--- src/rtl/rr_decode_arbiter.sv ---
// Round-robin arbiter for one 8-way decoded resource: registered one-hot grant plus binary index.
// Define ARB_GRANT_COUNT_EN to add the saturating grant_count output.
module rr_decode_arbiter #(
  parameter int MAX_HOLD = 4,
  parameter int CNT_W    = 16
) (
  input  logic       clk,
  input  logic       rst,
  input  logic [7:0] req,
  output logic [7:0] gnt,
  output logic [2:0] gnt_idx,
  output logic       gnt_valid
`ifdef ARB_GRANT_COUNT_EN
  ,
  output logic [CNT_W-1:0] grant_count
`endif
);

  localparam int HW = (MAX_HOLD < 1) ? 1 : $clog2(MAX_HOLD + 1);

  typedef enum logic {
    IDLE  = 1'b0,
    GRANT = 1'b1
  } state_t;

  state_t          state_reg, state_next;
  logic [2:0]      ptr_reg, ptr_next;
  logic [HW-1:0]   hold_cnt_reg, hold_cnt_next;
  logic [7:0]      gnt_reg, gnt_next;
  logic [2:0]      gnt_idx_reg, gnt_idx_next;
  logic            gnt_valid_reg, gnt_valid_next;
  logic            grant_start;
  logic [7:0]      req_rot;
  logic [2:0]      win_off;
  logic [2:0]      win_idx;
  logic            timeout;

  // Rotate requests so bit 0 is the requester at ptr; the 3-bit index sum wraps modulo 8.
  generate
    for (genvar gi = 0; gi < 8; gi++) begin : g_rot
      assign req_rot[gi] = req[3'(gi) + ptr_reg];
    end
  endgenerate

  always_comb begin
    win_off = 3'd0;
    for (int i = 7; i >= 0; i--) begin
      if (req_rot[i]) win_off = 3'(i);
    end
  end

  assign win_idx = ptr_reg + win_off;
  assign timeout = (MAX_HOLD != 0) && (hold_cnt_reg == HW'(MAX_HOLD));

  always_comb begin
    state_next     = state_reg;
    ptr_next       = ptr_reg;
    hold_cnt_next  = hold_cnt_reg;
    gnt_next       = gnt_reg;
    gnt_idx_next   = gnt_idx_reg;
    gnt_valid_next = gnt_valid_reg;
    grant_start    = 1'b0;
    case (state_reg)
      IDLE: begin
        if (req != 8'd0) begin
          state_next     = GRANT;
          gnt_idx_next   = win_idx;
          gnt_next       = 8'd1 << win_idx;
          gnt_valid_next = 1'b1;
          hold_cnt_next  = HW'(1);
          grant_start    = 1'b1;
        end
      end
      GRANT: begin
        // Release and timeout both end in an idle bubble and advance ptr past the winner.
        if (!req[gnt_idx_reg] || timeout) begin
          state_next     = IDLE;
          gnt_next       = 8'd0;
          gnt_valid_next = 1'b0;
          ptr_next       = gnt_idx_reg + 3'd1;
        end else if (hold_cnt_reg < HW'(MAX_HOLD)) begin
          hold_cnt_next = hold_cnt_reg + HW'(1);
        end
      end
      default: state_next = IDLE;
    endcase
  end

  always_ff @(posedge clk or posedge rst) begin
    if (rst) begin
      state_reg     <= IDLE;
      ptr_reg       <= 3'd0;
      hold_cnt_reg  <= '0;
      gnt_reg       <= 8'd0;
      gnt_idx_reg   <= 3'd0;
      gnt_valid_reg <= 1'b0;
    end else begin
      state_reg     <= state_next;
      ptr_reg       <= ptr_next;
      hold_cnt_reg  <= hold_cnt_next;
      gnt_reg       <= gnt_next;
      gnt_idx_reg   <= gnt_idx_next;
      gnt_valid_reg <= gnt_valid_next;
    end
  end

  assign gnt       = gnt_reg;
  assign gnt_idx   = gnt_idx_reg;
  assign gnt_valid = gnt_valid_reg;

`ifdef ARB_GRANT_COUNT_EN
  logic [CNT_W-1:0] grant_count_reg;

  always_ff @(posedge clk or posedge rst) begin
    if (rst) begin
      grant_count_reg <= '0;
    end else if (grant_start && (grant_count_reg != {CNT_W{1'b1}})) begin
      grant_count_reg <= grant_count_reg + CNT_W'(1);
    end
  end

  assign grant_count = grant_count_reg;
`else
  logic [CNT_W-1:0] unused_cnt_w;
  logic             unused_start;
  assign unused_cnt_w = '0;
  assign unused_start = grant_start;
`endif

endmodule

--- config.mk ---
export PLATFORM = sky130hd
export DESIGN_NAME = rr_decode_arbiter
export DESIGN_NICKNAME = d
export VERILOG_FILES = /design/src/rtl/rr_decode_arbiter.sv
export SDC_FILE = /design/constraint.sdc
export NUM_CORES = 1
export LEC_CHECK = 0
export ABC_CLOCK_PERIOD_IN_PS = 9400
export CAP_MARGIN = 10
export CELL_PAD_IN_SITES_DETAIL_PLACEMENT = 1
export CELL_PAD_IN_SITES_GLOBAL_PLACEMENT = 1
export CORE_MARGIN = 5
export CORE_UTILIZATION = 46
export CTS_CLUSTER_DIAMETER = 120
export DETAILED_ROUTE_END_ITERATION = 7
export GPL_TIMING_DRIVEN = 0
export HOLD_SLACK_MARGIN = 0.06
export PLACE_DENSITY_LB_ADDON = 0.1
export SYNTH_ARGS = -nofsm -noshare
export SYNTH_HDL_FRONTEND = slang
export SYNTH_SLANG_ARGS = --single-unit
--- constraint.sdc ---
create_clock -name clk -period 9.4 [get_ports clk]
set_input_delay 0.94 -clock clk [delete_from_list [all_inputs] [get_ports clk]]
set_output_delay 0.94 -clock clk [all_outputs]
set_load 0.01 [all_outputs]
# Word level (Yosys, flattened, before mapping)
# Cells that the tools add are included.
dict set report word_totals {
  ff_bits 19
  output_inout_bits 12
  wordCells 79
}
dict set report op_classes {
  n_addsub 10
  n_lt_le_gt_ge 10
  eq_ne 5
  shift 1
  n_mux 39
  n_bitwise 1
  n_reduce_logical 7
}
# op n
set ops {}
lappend ops {{< comparator 3 x 4 -> 1 bit, second input constant} 9}
lappend ops {{2-to-1 mux 3 bit} 11}
lappend ops {{binary-select mux 1 bit (select 3 bit)} 9}
lappend ops {{2-to-1 mux 8 bit} 2}
lappend ops {{one-hot mux 8 bit (2 select lines)} 1}
lappend ops {{2-to-1 mux 1 bit} 13}
lappend ops {{adder 3 bit, first input constant} 4}
lappend ops {{nonzero test 8 bit} 1}
lappend ops {{left shift 1 x 3 -> 8 bit, first input constant} 1}
lappend ops {{adder 2 x 3 -> 3 bit, first input constant} 2}
lappend ops {{adder 3 x 1 -> 3 bit, second input constant} 2}
lappend ops {{one-hot mux 3 bit (2 select lines)} 1}
lappend ops {{AND reduction 2 bit} 3}
lappend ops {{!= test 2 x 1 -> 1 bit, second input constant} 2}
lappend ops {{!= test 2 bit, second input constant} 2}
lappend ops {{one-hot mux 1 bit (2 select lines)} 2}
lappend ops {{adder 1 x 3 -> 3 bit, first input constant} 1}
lappend ops {{adder 3 bit} 1}
lappend ops {{equality test 3 bit, second input constant} 1}
lappend ops {{< comparator 3 bit, second input constant} 1}
lappend ops {{AND reduction 3 bit} 1}
lappend ops {{logical NOT 1 bit} 1}
lappend ops {{logical OR 1 bit} 1}
lappend ops {{NOT 1 bit} 1}

# Logic depth before layout (Yosys ltp)
dict set report logic_depth {
  depth_word 15
  depth_mapped 17
  ltp_nobuf 15
}

# Least setup slack after synthesis
# No wires, ideal clock.
dict set report synth_path {
  path_type {reg2reg}
  startpoint {register ptr_reg[1]}
  endpoint {register gnt_reg[7], in the netlist gnt[7]}
  arrival_time_ps 3636
  required_time_ps 9278
  setup_slack_ps 5642
  path_stages_with_launch 15
  path_buffers 2
  path_cell_list {dfrtp_1 > clkbuf_1 > inv_1 > ha_1 > buf_2 > mux2i_1 > mux4_1 > a211o_1 > a22oi_1 > ha_1 > inv_1 > fa_1 > xnor2_1 > o21ai_0 > a32o_1}
}
dict set report synth_between {
  elab_chain_cells 15
}
# element line
set synth_rtl {}
lappend synth_rtl {{start, declared} 27} ;# logic [2:0] ptr_reg, ptr_next;
lappend synth_rtl {{start signal, assigned} 99} ;# ptr_reg <= ptr_next;
lappend synth_rtl {{adder 3 bit} 41} ;# assign req_rot[gi] = req[3'(gi) + ptr_reg];
lappend synth_rtl {{binary-select mux 1 bit (select 3 bit)} 41}
lappend synth_rtl {{2-to-1 mux 1 bit (implied by the code)} 41}
lappend synth_rtl {{2-to-1 mux 3 bit (8 in a row)} 48} ;# if (req_rot[i]) win_off = 3'(i);
lappend synth_rtl {{adder 3 bit (*)} 52} ;# assign win_idx = ptr_reg + win_off;
lappend synth_rtl {{left shift 1 x 3 -> 8 bit (*)} 68} ;# gnt_next = 8'd1 << win_idx;
lappend synth_rtl {{2-to-1 mux 8 bit (*)} 65} ;# if (req != 8'd0) begin
lappend synth_rtl {{one-hot mux 8 bit (2 select lines) (*)} 63} ;# case (state_reg)
lappend synth_rtl {{end signal, assigned} 101} ;# gnt_reg <= gnt_next;
lappend synth_rtl {{end, declared} 29} ;# logic [7:0] gnt_reg, gnt_next;
# Mark *: on every way between the ends. The rest lies on a longest branch, timed or not. The select of a mux whose other input is x is not followed.
# A chain may end at the register's enable or synchronous reset.

# Worst setup path in the final report
dict set report layout_path {
  startpoint {register ptr_reg[1]}
  endpoint {register gnt_reg[0], in the netlist gnt[0]}
}
# The elaborated chain is that of the path after synthesis.

==> results by group <==
Timing
  • Fin. max-slew vios: 0
  • RSZ-0062 raised after global routing: no
  • Fin Clk Skew: 17.3 ps
  • # setup viols final: 0
  • Setup TNS: 0 ps
  • Crit path time final: 4380 ps
  • Max-slew headroom: 0.322
  • FMAX: 0.228 GHz
  • Final hold violation count: 0
  • Final period util: 0.466
  • Measured slew at the worst slew-check pin: 1010 ps

Critical path
  • Critical path required time: 9620 ps
  • CP max FO: 10
  • WS Path Type: reg2reg
  • CP endpoint kind: flop
  • CP Launch Type: flop
  • Crit path DAT: 4600 ps

Detailed routing
  • Antenna viol nets, final: 0
  • Routed WL: 4550 µm
  • Vias/cell: 6.23
  • Initial DRC Count: 49
  • DRC violations left: 0
  • Total number of vias: 1420
  • DR WL/cell: 19.9 µm
  • TritonRoute pass-1 iters: 4

GRT
  • Largest net degree at the start of global routing: 20
  • Vias in the first global route: 1544
  • Initial antenna violation count: 0
  • First-pass GRT wire length: 7690 µm
  • Tot GR Track Use: 0.194
  • Total grt overflow: 0

Clock tree
  • CTS max path bufs: 2
  • Clk root buf: clkbuf_4
  • # hold bufs at CTS: 0
  • Post-CTS resize count: 0
  • Post-CTS Setup Inserts: 0
  • CTS tree: built
  • H-tree depth: 1
  • Worst-skew pair later-pin latency: 310 ps
  • Register clock-pin slew on the reported worst setup and hold paths: 130 ps
  • Num Clock Sinks: 19
  • Num CTS Buffers: 3

Run
  • Max cap viols: 0

Final layout
  • Post-route insts no fill: 228
  • Commonest non-fill, non-tap cell in the layout: clkdlybuf4s50_1
  • Max reg flops: 8
  • Fin nets: 200
  • Layout cells sized above 1: 0.121
  • Layout area overhead: 18.0%
  • Diode count: 0
  • Most frequent cells in the layout: clkdlybuf4s50_1, dfrtp_1, nand2_1
  • Final Util: 0.570
  • FILL cells: 376

Yosys
  • Syn_area_per_cell: 10.4 µm²
  • Mapped Nets: 174
  • EDFF count, synth: 0
  • Mapped Area: 1640 µm²
  • Post-synthesis register bit count: 19
  • Async SR Flop Fraction: 1.00
  • Synth Flop Type: dfrtp_1
  • Synth Instances: 157
  • Distinct cells, synth: 40
  • Synth warn: 0
  • Seq/Total Area, Yosys: 0.291

Floorplanning
  • Core Rows: 21
  • Initial Utilization: 0.483
  • Die extent in y: 69.6 µm
  • Die Area: 4850 µm²
  • CORE AREA: 3390 µm²
  • Die width: 69.6 µm
  • I/O pin total: 22

Placement
  • PortBufs: 21
  • Gpl congestion: 0.837
  • Placed cell count: 224
  • Post-DP HPWL: 3610 µm

Worst hold path
  • Hold Path Class: reg2reg

Power and ir drop
  • Pwr/cell area: 430 nW/µm²
  • Pwr Total: 0.000831 W
  • Max rail drop VDD: 0.000188 V
  • LEAKAGE: 0.809 nW

Outcome
  • Status: complete, no violations
power by group:
| part | internal (W) | switching (W) | leakage (nW) | total (W) |
|---|---|---|---|---|
| combinational | 0.000281 | 0.000364 | 0.553 | 0.000645 |
| clock | 0.0000159 | 0.0000280 | 0.0177 | 0.0000439 |
| sequential | 0.000112 | 0.0000307 | 0.238 | 0.000142 |
| total | 0.000408 | 0.000422 | 0.809 | 0.000831 |
Yosys cell counts, types with 2 or more instances:
cell | count | share of area
nor4_1 | 4 | 0.015
o2111a_2 | 2 | 0.015
nor3_1 | 2 | 0.0061
dfrtp_1 | 19 | 0.29
nor2_1 | 12 | 0.028
buf_2 | 2 | 0.0061
nor2b_1 | 5 | 0.019
and2_1 | 2 | 0.0076
mux4_1 | 7 | 0.11
o21ai_0 | 8 | 0.024
mux2i_1 | 6 | 0.037
a21oi_1 | 8 | 0.024
nand2_1 | 14 | 0.032
nand2b_1 | 2 | 0.0076
o2111ai_1 | 2 | 0.011
nand3_1 | 12 | 0.037
mux2_2 | 2 | 0.014
a31oi_1 | 2 | 0.0076
xor2_1 | 5 | 0.027
a32o_1 | 4 | 0.024
mux4_2 | 6 | 0.083
ha_1 | 6 | 0.046
inv_1 | 8 | 0.018
critical path, stage by stage (launching register included):
cell and delay (ps):
dfrtp_1 400, clkbuf_1 410, inv_1 170, ha_1 300, buf_2 180, mux2i_1 190, mux4_1 600, a211o_1 320
a22oi_1 200, ha_1 190, inv_1 50, fa_1 410, xnor2_1 400, nand3_2 210, a32o_1 270
metrics by stage:
| stage | hold WS (ps) | worst slack (ps) | instance area (µm²) |
|---|---|---|---|
| 3_3_place_gp | 462 | 5070 | 1900 |
| 3_5_place_dp | 486 | 4910 | 1900 |
| 5_1_grt | 531 | 4830 | 1930 |
| 4_1_cts | 514 | 5050 | 1930 |
| 2_1_floorplan | 468 | 5640 | 1640 |
| 6_report | 512 | 5020 | 1930 |
kinds of logic after synthesis:
family | share of synthesized area
flip-flops | 0.291
multiplexers | 0.255
AO/OA/AOI/OAI | 0.164
XOR/XNOR | 0.0321
buffers and inverters | 0.0336
AND/OR/NAND/NOR | 0.167
adder cells (fa/ha/maj) | 0.0581
worst paths after layout:
| check | start | endpoint | slack (ps) | cells past startpoint |
|---|---|---|---|---|
| worst max-delay path | ptr_reg[1] | gnt[0] | 5020 | 14 |
| worst min-delay path | gnt[7] | gnt[7] | 510 | 1 |
| worst max register to register | ptr_reg[1] | gnt[0] | 5020 | 14 |
| worst min register to register | gnt[7] | gnt[7] | 510 | 1 |
| max in group asynchronous | rst | hold_cnt_reg[0] | 7870 | 2 |
| min in group asynchronous | rst | gnt[0] | 1040 | 2 |
routing by layer:
metal  track usage  vias up  routed length (µm)  share of wire
li1              -      655                   -              -
met1         0.236      739                1920           0.42
met2         0.360       19                2470           0.54
met3        0.0319        7                 101          0.022
met4        0.0383        0                  55          0.012
met5             0        -                   0              0
cell type report:
type / count / area, µm² / share of cell area
clock buffer: 3 / 22.5 / 0.0117
clock inverter: 1 / 5.00 / 0.00259
buffer: 4 / 25.0 / 0.0130
sequential: 19 / 475 / 0.246
multi-input combinational: 126 / 1110 / 0.573
tap: 46 / 57.6 / 0.0298
timing repair buffer: 21 / 210 / 0.109
inverter: 8 / 30.0 / 0.0155
Power figures use the tool's default switching activity.
